===== src/rtl/div_seq_pkg.sv =====
// rtl/div_seq_pkg.sv - shared handshake levels and state encodings for the divider
package div_seq_pkg;

    localparam logic DIV_START            = 1'b1;
    localparam logic DIV_STOP             = 1'b0;
    localparam logic DIV_RESULT_READY     = 1'b1;
    localparam logic DIV_RESULT_NOT_READY = 1'b0;

    typedef enum logic [2:0] {
        DIV_FREE    = 3'b000,
        DIV_BY_ZERO = 3'b001,
        DIV_ON      = 3'b010,
        DIV_END     = 3'b011,
        DIV_OVF     = 3'b100
    } div_state_e;

endpackage


===== src/rtl/div_step.sv =====
// rtl/div_step.sv - one restoring-division iteration: trial subtract and shift
module div_step #(
    parameter int DATA_W = 32
) (
    input  logic [DATA_W:0]   rem,
    input  logic [DATA_W-1:0] quo,
    input  logic [DATA_W-1:0] divisor,
    output logic [DATA_W:0]   rem_next,
    output logic [DATA_W-1:0] quo_next
);

    logic ge;

    // Partial remainder stays below the divisor, so the shifted value fits DATA_W+2 bits.
    always_comb begin
        ge       = {rem, quo[DATA_W-1]} >= {2'b00, divisor};
        rem_next = ge ? (DATA_W+1)'({rem, quo[DATA_W-1]} - {2'b00, divisor})
                      : {rem[DATA_W-1:0], quo[DATA_W-1]};
        quo_next = {quo[DATA_W-2:0], ge};
    end

endmodule


===== src/rtl/div_seq.sv =====
// rtl/div_seq.sv - multi-cycle radix-2 divider for RV32M DIV/DIVU/REM/REMU
module div_seq
    import div_seq_pkg::*;
#(
    parameter int DATA_W = 32
) (
    input  logic              clk,
    input  logic              rst_n,
    input  logic              start_i,
    input  logic              annul_i,
    input  logic              signed_i,
    input  logic              rem_i,
    input  logic [DATA_W-1:0] opdata1_i,
    input  logic [DATA_W-1:0] opdata2_i,
    output logic [DATA_W-1:0] result_o,
    output logic              ready_o,
    output logic              busy_o
);

    localparam int CNT_W = $clog2(DATA_W) + 1;
    localparam logic [DATA_W-1:0] INT_MIN = {1'b1, {(DATA_W-1){1'b0}}};

    div_state_e        state;
    logic [CNT_W-1:0]  cnt;
    logic [DATA_W:0]   rem_q;
    logic [DATA_W-1:0] quo_q;
    logic [DATA_W-1:0] divisor_q;
    logic              sgn_q, rem_sel_q, neg1_q, neg2_q, raw_q;

    logic [DATA_W:0]   rem_nx;
    logic [DATA_W-1:0] quo_nx;
    logic [DATA_W-1:0] mag1, mag2, fixed_res;

    div_step #(.DATA_W(DATA_W)) u_step (
        .rem      (rem_q),
        .quo      (quo_q),
        .divisor  (divisor_q),
        .rem_next (rem_nx),
        .quo_next (quo_nx)
    );

    always_comb begin
        mag1 = (signed_i && opdata1_i[DATA_W-1]) ? -opdata1_i : opdata1_i;
        mag2 = (signed_i && opdata2_i[DATA_W-1]) ? -opdata2_i : opdata2_i;
        // Divide-by-zero and overflow results are already final and bypass the sign fix.
        if (raw_q)
            fixed_res = rem_sel_q ? rem_q[DATA_W-1:0] : quo_q;
        else if (rem_sel_q)
            fixed_res = (sgn_q && neg1_q) ? -rem_q[DATA_W-1:0] : rem_q[DATA_W-1:0];
        else
            fixed_res = (sgn_q && (neg1_q ^ neg2_q)) ? -quo_q : quo_q;
    end

    always_ff @(posedge clk) begin
        if (!rst_n) begin
            state     <= DIV_FREE;
            cnt       <= '0;
            rem_q     <= '0;
            quo_q     <= '0;
            divisor_q <= '0;
            sgn_q     <= 1'b0;
            rem_sel_q <= 1'b0;
            neg1_q    <= 1'b0;
            neg2_q    <= 1'b0;
            raw_q     <= 1'b0;
            result_o  <= '0;
            ready_o   <= DIV_RESULT_NOT_READY;
            busy_o    <= 1'b0;
        end else if (annul_i) begin
            state   <= DIV_FREE;
            cnt     <= '0;
            ready_o <= DIV_RESULT_NOT_READY;
            busy_o  <= 1'b0;
        end else begin
            case (state)
                DIV_FREE: begin
                    if (start_i == DIV_START) begin
                        sgn_q     <= signed_i;
                        rem_sel_q <= rem_i;
                        neg1_q    <= signed_i & opdata1_i[DATA_W-1];
                        neg2_q    <= signed_i & opdata2_i[DATA_W-1];
                        divisor_q <= mag2;
                        cnt       <= '0;
                        if (opdata2_i == '0) begin
                            state <= DIV_BY_ZERO;
                            raw_q <= 1'b1;
                            quo_q <= '1;
                            rem_q <= {1'b0, opdata1_i};
                        end else if (signed_i && opdata1_i == INT_MIN && opdata2_i == '1) begin
                            state <= DIV_OVF;
                            raw_q <= 1'b1;
                            quo_q <= INT_MIN;
                            rem_q <= '0;
                        end else begin
                            state  <= DIV_ON;
                            busy_o <= 1'b1;
                            raw_q  <= 1'b0;
                            quo_q  <= mag1;
                            rem_q  <= '0;
                        end
                    end
                end
                DIV_ON: begin
                    rem_q <= rem_nx;
                    quo_q <= quo_nx;
                    cnt   <= cnt + 1'b1;
                    if (cnt == CNT_W'(DATA_W - 1)) begin
                        state  <= DIV_END;
                        busy_o <= 1'b0;
                    end
                end
                DIV_BY_ZERO, DIV_OVF: state <= DIV_END;
                DIV_END: begin
                    // First END cycle registers the result; it then holds until start drops.
                    if (ready_o && start_i == DIV_STOP) begin
                        state   <= DIV_FREE;
                        ready_o <= DIV_RESULT_NOT_READY;
                    end else begin
                        ready_o  <= DIV_RESULT_READY;
                        result_o <= fixed_res;
                    end
                end
                default: state <= DIV_FREE;
            endcase
        end
    end

endmodule

===== config.mk =====
export PLATFORM = sky130hd
export DESIGN_NAME = div_seq
export DESIGN_NICKNAME = d
export VERILOG_FILES = /design/src/rtl/div_seq_pkg.sv /design/src/rtl/div_step.sv /design/src/rtl/div_seq.sv
export SDC_FILE = /design/constraint.sdc
export NUM_CORES = 1
export LEC_CHECK = 0
export ABC_CLOCK_PERIOD_IN_PS = 3200
export BUFFER_PORTS_ARGS = -buffer_cell sky130_fd_sc_hd__buf_2
export CORE_MARGIN = 10
export CORE_UTILIZATION = 30
export CTS_CLUSTER_DIAMETER = 80
export CTS_CLUSTER_SIZE = 16
export DETAILED_ROUTE_END_ITERATION = 10
export PLACE_DENSITY = 0.5
export REMOVE_ABC_BUFFERS = 1
export SLEW_MARGIN = 0
export SYNTH_ARGS = -nofsm -noshare
export SYNTH_HDL_FRONTEND = slang
export SYNTH_HIERARCHICAL = 1
export SYNTH_SLANG_ARGS = --single-unit

===== constraint.sdc =====
create_clock -name clk -period 3.2 [get_ports clk]
set_input_delay 0.64 -clock clk [delete_from_list [all_inputs] [get_ports clk]]
set_output_delay 0.64 -clock clk [all_outputs]
set_load 0.01 [all_outputs]

=== Yosys cells after proc, flatten, opt, wreduce, memory -nomap -nowiden ===
Cells that the tools add are included.

* Output and inout bits: 34
* Bits in registers: 145
* Word-level logic and storage cells: 88

* Magnitude comparators: 1
* Reduce and logical (&&, ||, !) cells: 18
* Add/subtract/negate cells: 6
* Bitwise gates (word level): 7
* Multiplexer cells: 31
* Equal/unequal tests: 12

{| class="wikitable"
|+ Operators by type and width
! cell !! number
|-
| $mux 32 || 11
|-
| $neg 32->32 || 4
|-
| $mux 33 || 2
|-
| $pmux 33 s2 || 1
|-
| $eq 32x32->1 const B || 2
|-
| $pmux 32 s2 || 1
|-
| $ge 34x32->1 || 1
|-
| $sub 33x32->33 || 1
|-
| $logic_not 32->1 || 1
|-
| $mux 3 || 5
|-
| $pmux 3 s4 || 1
|-
| $pmux 6 s2 || 1
|-
| $reduce_and 3->1 || 4
|-
| $ne 2x2->1 const B || 5
|-
| $logic_and 1x1->1 || 7
|-
| $mux 1 || 7
|-
| $add 6x1->6 const B || 1
|-
| $eq 3x2->1 const B || 2
|-
| $eq 6x5->1 const B || 1
|-
| $mux 6 || 1
|-
| $reduce_and 5->1 || 1
|-
| $not 1->1 || 4
|-
| $reduce_or 2->1 || 2
|-
| $eq 3x1->1 const B || 1
|-
| 7 further kinds || 8
|}

=== Logic depth before layout (Yosys ltp) ===
* Depth in word-level cells: 7
* Depth in mapped cells: 16
* Mapped depth without buffers: 15

=== By module ===
Netlist, hierarchy kept.

{| class="wikitable"
|+ By module, submodules not included
! module !! seq. area each (um^2) !! area an instance (um^2) !! times used !! cells an instance
|-
| div_seq || 2902.8 || 9260.1 || 1 || 1235
|-
| div_step || 0.0 || 2431.1 || 1 || 378
|}

=== Worst setup path after synthesis ===
No wires, ideal clock.

* Path type: input to register
* Start: input opdata1_i[5]
* End: register quo_q[3]
* Slack: -0.216 ns
* Setup time: 0.133 ns
* Data arrival time: 3.283 ns
* Buffers on the path: 3
* Cell stages on the path: 9
* Required time: 3.067 ns
* Cell sequence: or4_4 -> or4_4 -> buf_6 -> or4_4 -> or4_4 -> buf_6 -> buf_6 -> a21oi_1 -> nor4_1

* Cells in the longest elaborated chain, start to end: 7

{| class="wikitable"
|+ RTL lines
! what !! RTL line !! source
|-
| from (decl) || div_seq.sv:13 || <nowiki>input logic [DATA_W-1:0] opdata1_i,</nowiki>
|-
| $eq 32x32->1 || div_seq.sv:89 || <nowiki>end else if (signed_i && opdata1_i == INT_MIN && opdata2_i == '1) begin</nowiki>
|-
| $logic_and 1x1->1 (2 in series) || div_seq.sv:89 ||
|-
| $mux 32 || div_seq.sv:89 ||
|-
| $mux 32 || div_seq.sv:84 || <nowiki>if (opdata2_i == '0) begin</nowiki>
|-
| $mux 32 || div_seq.sv:77 || <nowiki>if (start_i == DIV_START) begin</nowiki>
|-
| $pmux 32 s2 || div_seq.sv:75 || <nowiki>case (state)</nowiki>
|-
| to (signal assigned) || div_seq.sv:98 || <nowiki>quo_q <= mag1;</nowiki>
|-
| to (signal assigned) || div_seq.sv:105 || <nowiki>quo_q <= quo_nx;</nowiki>
|-
| to (decl) || div_seq.sv:26 || <nowiki>logic [DATA_W-1:0] quo_q;</nowiki>
|}

No other way between the ends. The select of a mux whose other input is x is not followed.
A chain may end at the register's enable or synchronous reset.

=== Final worst setup path ===
* Start: register divisor_q[0]
* End: register rem_q[32]

* Cells in the longest elaborated chain, start to end: 3
* Elaborated cells on any way between the ends: 4
* Classes of those cells: 1 x add/sub; 1 x order compare; 2 x mux

{| class="wikitable"
|+ RTL lines
! what !! RTL line !! source
|-
| from (decl) || div_seq.sv:27 || <nowiki>logic [DATA_W-1:0] divisor_q;</nowiki>
|-
| from (signal assigned) || div_seq.sv:82 || <nowiki>divisor_q <= mag2;</nowiki>
|-
| $sub 33x32->33 / $ge 34x32->1 (equally long branches) || div_step.sv:17, div_step.sv:16 ||
|-
| $mux 33 * || div_step.sv:17 || <nowiki>rem_next = ge ? (DATA_W+1)'({rem, quo[DATA_W-1]} - {2'b00, divisor})</nowiki>
|-
| named net rem_nx[32] || div_seq.sv:30 || <nowiki>logic [DATA_W:0] rem_nx;</nowiki>
|-
| $pmux 33 s2 * || div_seq.sv:75 ||
|-
| to (signal assigned) || div_seq.sv:88 || <nowiki>rem_q <= {1'b0, opdata1_i};</nowiki>
|-
| to (signal assigned) || div_seq.sv:104 || <nowiki>rem_q <= rem_nx;</nowiki>
|-
| to (decl) || div_seq.sv:25 || <nowiki>logic [DATA_W:0] rem_q;</nowiki>
|}

The timed path passes the listed nets; every way through them passes the cells marked *.

==> summary.txt <==
Timing
  – Max Freq: approximately 320 MHz
  – Setup_tns: 0 ps
  – Slew Limit Headroom: between 40% and 50%
  – Hold Vio Cnt, Final: 0
  – Final setup violation count: 0
  – Unrepaired setup endpoints after global routing: true
  – Fin crit period: 3100 ps
  – Layout Skew: ~11 ps
  – Fin. max-slew vios: 0
  – Worst Tran Pin Value: ~780 ps
  – Tcrit/Tclk final: between 90% and 100%

Critical path
  – WS Path Type: reg2reg
  – Critical Path Source: divisor_q[0]$_SDFFE_PN0P_
  – CP Capture Type: flip-flop
  – Reg-to-Reg End: rem_q[32]$_SDFFE_PN0P_
  – R2r setup slk: roughly 100 ps
  – Crit path max fanout: 2
  – Startpoint types: flip-flop
  – Reg2reg start: divisor_q[0]$_SDFFE_PN0P_
  – CP Data Required Time: ~3500 ps
  – CP arrival: around 3400 ps
  – Worst reg-to-reg path cell count: 13

Placement
  – Gpl congestion: just over 0.9
  – Port bufs: between 100 and 150
  – Placed Instance Area: roughly 13000 um2
  – DP HPWL: 33.6 mm
  – Placed insts: 2205

Synth
  – Share of synthesized registers carrying an async set or reset: 0%
  – Mean post-synth cell area: slightly above 7 um2
  – Register bit total from synthesis: approximately 150
  – Register area share after synthesis: roughly a quarter
  – Syn Std Cell Area: 11700 um2
  – Synthesis Warnings: 6
  – Synth Flop Type: dfxtp_1
  – Mapped Cells: about 1.6k
  – Unique cell type count in the Yosys netlist: 86
  – Post-synth EDFFs: 0

Die
  – Die ar.: ~47000 um2
  – Core Box Area: approximately 39000 um2
  – Die W: 217 um
  – Die H: roughly 220 um
  – Initial Utilization: a little under a third
  – Io pins: 104
  – Row count: between 70 and 80

Clocking
  – Clock slew at reported path FFs: roughly 70 ps
  – H-tree depth: 4
  – Num CTS Buffers: 17
  – Root Driver: clkbuf_16
  – Cts hold-fix bufs: 0
  – CTS tree: yes
  – Clk_lat worst skew: 460 ps
  – Clock Tree Buf Depth: 2
  – # clock sinks: 145

Hold path
  – Hold Path Depth: 2
  – Hold Path Class: reg2reg
  – Hold Crit Start: result_o[15]$_SDFFE_PN0P_
  – Hold Path End: result_o[15]$_SDFFE_PN0P_

Drt
  – Total Wirelength: roughly 43 mm
  – Routed via count: ~12k
  – Vias per Instance: about 5.4
  – Average wire per cell in the routed design: roughly 19 um
  – Drt pass-1 iters: 8
  – Remaining DRCs: 0
  – Remaining antenna violation count: 0
  – Drt initial violations: between 700 and 800

Run status
  – Status: completed

Pwr
  – Leakage power: between 5 and 6 nW
  – Sw Pwr: between 2 and 2.5 mW
  – Clk network pwr share: 32.8%
  – P_int: 4.00 mW
  – Register share of total power: between 30% and 40%
  – Sw frac: around 37%
  – Combinational Power Share: a little over a third
  – Maximum VDD drop: ~0.30 mV
  – Cell Pwr Density: approximately 460 nW/um2
  – Tot Pwr: about 6.4 mW

Job
  – Max cap viols: 0

Finish
  – Post-Route Utilization: 35.6%
  – Fin area: 13700 um2
  – Final #Nets: approximately 1.8k
  – Layout cell share with drive strength beyond 1: 17.4%
  – Final cell count without fillers: ~2.2k
  – Area Growth Syn to Fin: 17.3%
  – Most common cell after layout, fill and taps aside: a21oi_1
  – Leading cell types in the layout, fill and taps excluded: 193 x a21oi_1, 163 x nand2_1, 162 x nor2_1, 143 x dfxtp_1, 106 x buf_4

Global routing
  – Number of global-route vias before repair: ~12k
  – Antenna violations before repair: 4
  – Largest net degree at the start of global routing: 60
  – First-pass GRT wire length: between 60 and 70 mm
  – GRT Total Usage: 17.8%
  – Grt ovf: 0
## worst max-delay path, stage by stage (launching register included)
cell,delay (ps)
dfxtp_1,380
ha_4,160
inv_2,40
fa_2,360
a211oi_2,250
o211a_1,200
nor2_2,50
a21o_1,160
a311o_1,380
a311oi_2,320
o21ai_1,100
mux2_1,320
a32oi_1,210
nor2_1,50
## per-stage QoR
step / worst slack [ps] / hold WS, ps
after global placement: -268 / 431
final: 97.8 / 445
after CTS: 32.1 / 431
after global routing: -32.6 / 432
after detailed placement: -292 / 437
after floorplan: -1010 / 440
## cell type report
| type | instances | area [um2] |
|---|---|---|
| Inverter | 60 | 225 |
| Sequential cell | 145 | 2910 |
| Timing Repair Buffer | 212 | 1370 |
| Clock inverter | 14 | 156 |
| Multi-Input combinational cell | 1272 | 7960 |
| Clock buffer | 18 | 439 |
| Antenna cell | 3 | 7.51 |
| Fill cell | 4234 | 24800 |
| Tap cell | 518 | 648 |
## synthesized netlist by cell type, drive strengths merged (15+ instances only)
cell type | number | area share (%)
a211oi | 30 | 2.0
a21oi | 197 | 8.5
a31oi | 24 | 1.6
buf | 49 | 2.8
clkbuf | 87 | 2.8
dfxtp | 145 | 25
ha | 38 | 4.1
inv | 59 | 1.9
mux2i | 16 | 1.4
nand2 | 163 | 5.2
nand3 | 35 | 1.5
nand4 | 17 | 0.91
nor2 | 166 | 5.3
nor3 | 49 | 2.1
nor4 | 30 | 1.7
o211ai | 20 | 1.4
o21ai | 113 | 4.8
o31ai | 26 | 1.7
o41ai | 15 | 1.1
or4 | 23 | 1.6
xnor2 | 82 | 6.1
xor2 | 47 | 3.5
## cell families after synthesis
family / share of synthesized area, %
buffers and inverters: 7.57
AO/OA/AOI/OAI: 28.1
XOR/XNOR: 9.66
AND/OR/NAND/NOR: 22.8
flip-flops: 24.8
adder cells (fa/ha/maj): 4.24
multiplexers: 2.81
## what timing repair did
| action | 4_1_cts | 5_1_grt |
|---|---|---|
| endpoints found under the hold margin | 0 | 0 |
| pin swaps | 2 | 16 |
| setup endpoints to repair | 2 | 12 |
| gates resized for setup | 0 | 13 |
| buffers inserted | 0 | 2 |
## power by group through the flow
stage / combinational (mW) / sequential (mW) / clock [mW]
after floorplan: 1.41 / 2.06 / 0
after global placement: 2.19 / 2.06 / 0
after detailed placement: 2.19 / 2.07 / 0
after CTS: 2.20 / 2.03 / 2.13
after global routing: 2.49 / 2.04 / 2.21
final: 2.25 / 2.03 / 2.09
## worst max path at each step
stage / end / slack, ps
finish: rem_q[32]$_SDFFE_PN0P_ / 100
global route: rem_q[22]$_SDFFE_PN0P_ / -30
CTS: rem_q[22]$_SDFFE_PN0P_ / 30
detailed placement: quo_q[7]$_SDFFE_PN0P_ / -290
global placement: quo_q[7]$_SDFFE_PN0P_ / -270
floorplan: quo_q[1]$_SDFFE_PN0P_ / -1010
## routing by layer
layer | track usage (%) | share of wire (%) | up-vias
li1 | - | - | 6046
met5 | 0 | 0 | -
met4 | 6.34 | 2.3 | 0
met2 | 28.0 | 45 | 366
met3 | 3.22 | 6.0 | 58
met1 | 24.0 | 47 | 5679
## flip-flops by register name (all words and copies together), names as in the netlist, 3 cells and up
| register | count |
|---|---|
| quo_q | 32 |
| result_o | 32 |
| rem_q | 33 |
| divisor_q | 32 |
| cnt | 6 |
| state | 3 |
No activity file was read; power rests on OpenSTA's default activity.
